<file path="src/rtl/ascon_pack.sv">
// Shared ASCON types and the p_C round-constant decode.
// Pure declarations; used by the constant adder, the round counter and the bench.
package ascon_pack;

    typedef logic [63:0] type_word;

    // Word 0 is the most significant 64 bits of the flattened 320-bit state.
    typedef type_word type_state [0:4];

    localparam int unsigned NUM_ROUNDS = 12;

    // Rounds 0..11 give {F-r, r}; 12..15 give zero so the state passes through.
    function automatic logic [7:0] round_constant(input logic [3:0] round);
        logic [7:0] c;
        c = 8'h00;
        if (round < 4'(NUM_ROUNDS)) begin
            c = {4'hF - round, round};
        end
        return c;
    endfunction

endpackage

</file>
<file path="src/rtl/round_constant_rom.sv">
// Maps a 4-bit round index to the 8-bit ASCON round constant.
// Purely combinational, zero latency; no flow control.
module round_constant_rom
    import ascon_pack::*;
(
    input  logic [3:0] round_i,
    output logic [7:0] const_o
);

    always_comb begin
        const_o = round_constant(round_i);
    end

endmodule

</file>
<file path="src/rtl/ascon_constant_adder.sv">
// ASCON p_C layer: XORs the round constant into x2[7:0] and registers the state.
// One-cycle latency; enable_i low holds the register and drops valid_o, no backpressure.
module ascon_constant_adder
    import ascon_pack::*;
(
    input  logic       clock_i,
    input  logic       resetb_i,
    input  logic       enable_i,
    input  logic [3:0] round_i,
    input  type_state  constadd_addend_i,
    output type_state  constadd_sum_o,
    output logic       valid_o
);

    logic [7:0] round_const;
    type_state  sum_d;

    round_constant_rom u_round_constant_rom (
        .round_i (round_i),
        .const_o (round_const)
    );

    // Only the low byte of x2 sees any logic; everything else is a straight wire.
    always_comb begin
        sum_d         = constadd_addend_i;
        sum_d[2][7:0] = constadd_addend_i[2][7:0] ^ round_const;
    end

    always_ff @(posedge clock_i or negedge resetb_i) begin
        if (!resetb_i) begin
            constadd_sum_o <= '{default: '0};
            valid_o        <= 1'b0;
        end else begin
            valid_o <= enable_i;
            if (enable_i) begin
                constadd_sum_o <= sum_d;
            end
        end
    end

endmodule

</file>
<file path="config.mk">
export PLATFORM = sky130hd
export DESIGN_NAME = ascon_constant_adder
export DESIGN_NICKNAME = d
export VERILOG_FILES = /design/src/rtl/ascon_pack.sv /design/src/rtl/round_constant_rom.sv /design/src/rtl/ascon_constant_adder.sv
export SDC_FILE = /design/constraint.sdc
export NUM_CORES = 1
export LEC_CHECK = 0
export CORE_AREA = 8 8 245 247
export CTS_CLUSTER_SIZE = 20
export DETAILED_ROUTE_END_ITERATION = 16
export DIE_AREA = 0 0 253 255
export HOLD_SLACK_MARGIN = 0.05
export PLACE_DENSITY = 0.53
export SLEW_MARGIN = 5
export SYNTH_ARGS = -nofsm -noshare
export SYNTH_HDL_FRONTEND = slang
export SYNTH_HIERARCHICAL = 1
export SYNTH_SLANG_ARGS = --single-unit
</file>
<file path="constraint.sdc">
create_clock -name clock_i -period 1.5 [get_ports clock_i]
set_input_delay 0.3 -clock clock_i [delete_from_list [all_inputs] [get_ports clock_i]]
set_output_delay 0.3 -clock clock_i [all_outputs]
set_load 0.01 [all_outputs]
</file>
==> results of run 1 <==
-- registers in the layout, summed over array words and instances (netlist names) --
signal and count:
valid_o 1, constadd_sum_o 320
-- where the power goes --
group          switching [µW]  total [µW]  internal, µW
Combinational            1730        4020          2280
Clock                    3760        9290          5530
Sequential                439        9980          9540
Total                    5930       23300         17400
-- through the flow --
stage / setup slack [ns] / hold WS, ns / util [%] / power (µW) / instances
6_report: 0.05132 / 0.2046 / 35.01 / 23280 / 2187
5_1_grt: 0.0006299 / 0.1923 / 35.00 / 24450 / 2185
4_1_cts: 0.0001423 / 0.1517 / 35.63 / 23950 / 2184
3_5_place_dp: 0.02747 / 0.1672 / 35.17 / 15060 / 2110
3_3_place_gp: 0.04616 / 0.1687 / 35.17 / 15000 / 2110
2_1_floorplan: 0.4775 / 0.004409 / - / 11670 / 701
-- layout by cell type, fill, tap and decap left out, types with 2 or more instances in the layout --
cell and n:
clkbuf_8 7, clkbuf_16 41, clkdlybuf4s15_2 27, clkdlybuf4s50_1 324
clkbuf_1 9, buf_8 2, buf_12 16, xnor2_1 8
clkbuf_2 11, mux2_2 312, a21boi_0 2, inv_1 2
dfrtp_1 321, nor2_1 8, buf_4 28, inv_6 2
clkdlybuf4s15_1 10, a21oi_1 10, buf_2 273, diode_2 3
clkinv_2 10, nor2b_1 2
-- cell type report --
class | count | area, µm² | area share [%]
inverter | 2 | 7.507 | 0.03833
antenna | 3 | 7.507 | 0.03833
multi-input combinational | 342 | 3691 | 18.85
sequential | 321 | 8033 | 41.01
clock buffer | 57 | 1156 | 5.903
timing repair buffer | 692 | 5639 | 28.79
clock inverter | 14 | 106.4 | 0.5430
tap | 756 | 945.9 | 4.829
-- metal layers --
metal	GRT usage, %	vias to the layer above	part of all wire, %	routed length, µm
met1	12.89	4322	34	14980
met5	0	-	0.021	9
met3	6.132	63	11	4765
met2	23.20	367	52	22930
met4	4.224	2	2.5	1095
li1	-	3889	-	-
-- worst max path at each step --
stage / startpoint / to
floorplan: enable_i / constadd_sum_o[122]
global placement: round_i[3] / constadd_sum_o[129]
detailed placement: round_i[3] / constadd_sum_o[128]
CTS: constadd_sum_o[216] / constadd_sum_o[216]
global route: constadd_sum_o[242] / constadd_sum_o[242]
finish: constadd_sum_o[65] / constadd_sum_o[65]
-- repair_timing --
item,CTS,global route
hold buffers,1,0
setup endpoints to repair,321,59
endpoints found under the hold margin,188,0
gates resized for setup,1168,59
setup buffers,2,0
-- logic make-up (layout without fill, tap and decap cells) --
| group | count (synthesis) | in the layout |
|---|---|---|
| AO/OA/AOI/OAI | 12 | 12 |
| XOR/XNOR | 8 | 8 |
| buffers and inverters | 38 | 765 |
| flip-flops | 321 | 321 |
| multiplexers | 312 | 312 |
| other | 0 | 3 |
| AND/OR/NAND/NOR | 10 | 10 |
==> out/metrics.cfg, run 1 <==
[timing]
rsz0062_at_grt = no
fin_worst_skew_ns = 0
finalSetupViolCount = 0
fmax_mhz = 690.3
hold_violations = 0
period_minus_slack_ns = 1.449
worst_pin_slew_ns = 0.3795
fin_crit_sh_pct = 96.58
final.setup.tns_ns = 0
slew_headroom_pct = 74.70
slew_viol_final = 0

[yosys]
netlist_top_cells_count = 321 x dfrtp_1, 312 x mux2_2, 34 x buf_6
synth_xor_xnor_area_share_pct = 0.5777
synth-seq-cells = 321
synth_top_family_by_area = multiplexers
synth_simple_gate_area_share_pct = 0.3507
synth_area_leader_cell = dfrtp_1
synth_top_area_share_pct = 66.23
syn_nets = 1028
yosysMostFrequentCell = dfrtp_1
synth_fa_ha_area_share_pct = 0
ys_seq_area_share_pct = 66.23
synthTopCellsByArea = dfrtp_1 66%, mux2_2 29%, buf_6 3.2%
ys_types = 10
synth_compound_area_share_pct = 0.5364
synth_edf_count = 0
ys_warn_count = 6
synthCells = 701
syn-cell-area_um2 = 12130
ys_async_sr_fraction_pct = 100.0
synth_ff_type = dfrtp_1
synth_area_per_cell_um2 = 17.30
synthMuxAreaShare_pct = 28.97

[worst_setup_path]
required_ns = 1.20
critical_path.top_delay_family = flip-flops
crit_chain = clkdlybuf4s15_2
reg2reg_to = constadd_sum_o[246]
crit_arrival_ns = 1.15
critical_path.startpoint_type = flip-flop
cp.depth = 1
rr_worst_depth = 2
crit_type = flip-flop to output port
worstSetupEndpointType = output port
ff2ff_setup_slack_ns = 0.61
slowest_delay_ns = 0.38
slowest_stage = dfrtp_1
crit_buf_inv = 1
critical_path.max_fanout = 2
rr_startpoint = constadd_sum_o[246]

[floorplanning]
die_x_um = 253
core-area_um2 = 55950
io_pins = 648
row_count = 87
start_util_pct = 21.68
die_h_um = 255
dieArea_um2 = 64520

[routing]
wl_per_cell_um = 20.02
antenna_left = 0
viasPerCell = 3.952
vias = 8643
drtIter0Drc = 234
firstDrtPassIters = 4
drc = 0
wl_um = 43790

[power_and_ir_drop]
powerDensity_nw_per_um2 = 1189
ir_drop_mv = 0.7441
leakagePower_uw = 0.008545

[cells_and_area]
drive_gt1_share_pct = 51.19
syn_to_final_growth_pct = 61.48
fillers = 5642
design_area_um2 = 19590
nets = 1726

[clocking]
cts_tree = done
cts_buffer_depth = 3
clockRootBuffer = clkbuf_16
htreeDepth = 2
cts.sinks = 321
clock_latency_ns = 0.53
clk_pin_slew_ns = 0.06
cts_made_buffers = 40

[global_route]
antenna_found_initial = 2
grt_max_degree = 48
grt_pass1_wl_um = 63090
grt_overflow = 0
grt_pass1_vias = 9628
grt_usage_pct = 12.83

[placed_design]
port_buffers = 647
place_hpwl_um = 34780
placed_cell_area_um2 = 19680
gp_congestion = 0.7882

[run]
maxCapViolations = 0

[run_status]
status = complete, no violations

[hold_path]
hold_path.class = input port to asynchronous set/reset pin

No activity file was read; power rests on OpenSTA's default activity.
==> run 2: changes to the inputs <==
SYNTH_HIERARCHICAL = unset   (was 1)
==> out/metrics.cfg, run 2 <==
[timing]
period_minus_slack_ns = 1.457  ; was 1.449 ns
fin_worst_skew_ns = 0  ; unchanged
fmax_mhz = 686.5  ; was 690.3 MHz
slew_headroom_pct = 76.42  ; was 74.70%
final.setup.tns_ns = 0  ; unchanged
hold_violations = 0  ; unchanged
slew_viol_final = 0  ; unchanged
finalSetupViolCount = 0  ; unchanged
fin_crit_sh_pct = 97.11  ; was 96.58%
worst_pin_slew_ns = 0.3536  ; was 0.3795 ns

[worst_setup_path]
worstSetupEndpointType = output port  ; unchanged
crit_arrival_ns = 1.16  ; was 1.15 ns
critical_path.top_delay_family = flip-flops  ; unchanged
critical_path.startpoint_type = flip-flop  ; unchanged
required_ns = 1.20  ; about the same
crit_buf_inv = 1  ; unchanged
slowest_stage = dfrtp_1  ; unchanged
slowest_delay_ns = 0.39  ; was 0.38 ns
crit_chain = clkdlybuf4s15_2  ; unchanged
crit_type = flip-flop to output port  ; unchanged
critical_path.max_fanout = 2  ; unchanged

[yosys]
ys_async_sr_fraction_pct = 100.0  ; unchanged
netlist_top_cells_count = 321 x dfrtp_1, 186 x mux2_2, 128 x mux2_4  ; was 321 x dfrtp_1, 312 x mux2_2, 34 x buf_6
synth_area_per_cell_um2 = 17.91  ; was 17.30 µm²
synth-seq-cells = 321  ; unchanged
ys_types = 11  ; was 10
synthCells = 697  ; was 701
syn-cell-area_um2 = 12490  ; was 12130 µm²
synth_area_leader_cell = dfrtp_1  ; unchanged
yosysMostFrequentCell = dfrtp_1  ; unchanged
synth_edf_count = 0  ; unchanged
ys_seq_area_share_pct = 64.34  ; was 66.23%
syn_nets = 1024  ; was 1028
ys_warn_count = 0  ; was 6
synthTopCellsByArea = dfrtp_1 64%, mux2_2 17%, mux2_4 15%  ; was dfrtp_1 66%, mux2_2 29%, buf_6 3.2%
synth_top_area_share_pct = 64.34  ; was 66.23%
synth_ff_type = dfrtp_1  ; unchanged

[power_and_ir_drop]
powerDensity_nw_per_um2 = 1185  ; was 1189 nW/µm²
ir_drop_mv = 0.6897  ; was 0.7441 mV
leakagePower_uw = 0.009192  ; was 0.008545 µW
power_uw = 24080  ; was 23280 µW

[routing]
drtIter0Drc = 257  ; was 234
wl_um = 45590  ; was 43790 µm
wl_per_cell_um = 20.72  ; was 20.02 µm
viasPerCell = 3.956  ; was 3.952
firstDrtPassIters = 4  ; unchanged
antenna_left = 0  ; unchanged
vias = 8703  ; was 8643
drc = 0  ; unchanged

[clocking]
clockRootBuffer = clkbuf_16  ; unchanged
cts_buffer_depth = 3  ; unchanged
cts.sinks = 321  ; unchanged
cts_tree = done  ; unchanged
clock_latency_ns = 0.53  ; about the same
htreeDepth = 2  ; unchanged
cts_made_buffers = 40  ; unchanged
clk_pin_slew_ns = 0.06  ; about the same

[cells_and_area]
regArea_um2 = 8033  ; unchanged
drive_gt1_share_pct = 51.70  ; was 51.19%
fillers = 5587  ; was 5642
multi_input_area_um2 = 4177  ; was 3691 µm²
largest-register = constadd_sum_o  ; unchanged
syn_to_final_growth_pct = 62.79  ; was 61.48%
largest_reg_flops = 320  ; unchanged
nets = 1739  ; was 1726
mostFrequentLayoutCells = 324 x clkdlybuf4s50_1, 321 x dfrtp_1, 240 x buf_2  ; was 324 x clkdlybuf4s50_1, 321 x dfrtp_1, 312 x mux2_2
biggestRegsByFlops = constadd_sum_o (320), valid_o (1)  ; unchanged
layout_commonest_cell = clkdlybuf4s50_1  ; unchanged

[floorplanning]
row_count = 87  ; unchanged
dieArea_um2 = 64520  ; unchanged
die_x_um = 253  ; unchanged
core-area_um2 = 55950  ; unchanged
start_util_pct = 22.32  ; was 21.68%
die_h_um = 255  ; unchanged
io_pins = 648  ; unchanged

[placed_design]
gp_congestion = 0.7931  ; was 0.7882
port_buffers = 647  ; unchanged
place_hpwl_um = 35550  ; was 34780 µm

[run]
maxCapViolations = 0  ; unchanged

[global_route]
grt_overflow = 0  ; unchanged
grt_max_degree = 65  ; was 48
antenna_found_initial = 4  ; was 2
grt_pass1_wl_um = 66040  ; was 63090 µm
grt_usage_pct = 13.44  ; was 12.83%
grt_pass1_vias = 9738  ; was 9628

[hold_path]
hold_path.class = input port to asynchronous set/reset pin  ; unchanged

[run_status]
status = complete, no violations  ; unchanged

## run 2: what timing repair did
action / CTS / global route
setup buffers: 10 / 5
gates resized for setup: 1111 / 77
hold endpoints to repair: 220 / 0
hold buffers: 1 / 0
pin swaps: 0 / 0
endpoints found under the setup margin: 321 / 82
## run 2: logic make-up after synthesis
family | count (synthesis) | synth area share, %
flops | 321 | 64.34
simple gates | 8 | 0.2806
xor+xnor | 8 | 0.5612
compound gates | 10 | 0.4409
buf+inv | 36 | 2.215
mux | 314 | 32.17
## run 2: layout make-up
cell class                 count  share of cell area (%)
sequential                   321                   39.52
timing repair buffer         709                   28.74
multi-input combinational    340                   20.55
clock buffer                  58                   5.756
tap                          756                   4.654
clock inverter                13                  0.7448
antenna                        3                 0.03693
## run 2: final timing paths
path | to | from | cells after the start | slack [ns]
max | constadd_sum_o[245] | constadd_sum_o[245] | 1 | 0.04
min | constadd_sum_o[319] | resetb_i | 2 | 0.25
max reg2reg | constadd_sum_o[287] | constadd_sum_o[287] | 2 | 0.58
min reg2reg | constadd_sum_o[63] | constadd_sum_o[63] | 1 | 0.50
max in group asynchronous | constadd_sum_o[265] | resetb_i | 4 | 0.51
min in group clock_i | constadd_sum_o[56] | enable_i | 3 | 0.26
## run 2: per-stage QoR
step	cell area [µm²]	utilization [%]	instances	hold WS [ns]	setup slack [ns]
after detailed placement	20150	36.01	2110	0.1908	0.03008
final	20330	36.33	2200	0.2484	0.04335
after CTS	20730	37.05	2192	0.2062	0.00009459
after global routing	20320	36.32	2198	0.2474	-0.01086
after global placement	20150	36.01	2110	0.1916	0.02304
after floorplan	12490	-	697	0.004409	0.3245
## run 2: per-layer routing
metal	wire, µm	vias to the layer above	global-route usage, %
met5	23	-	0
met4	1166	4	4.421
met3	4129	73	5.320
met2	23690	355	23.98
met1	16580	4372	14.45
li1	-	3899	-
## run 2: power breakdown
group,internal [µW],total (µW),switching [µW]
Sequential,9540,10000,458
Clock,5930,9710,3780
Combinational,2560,4380,1810
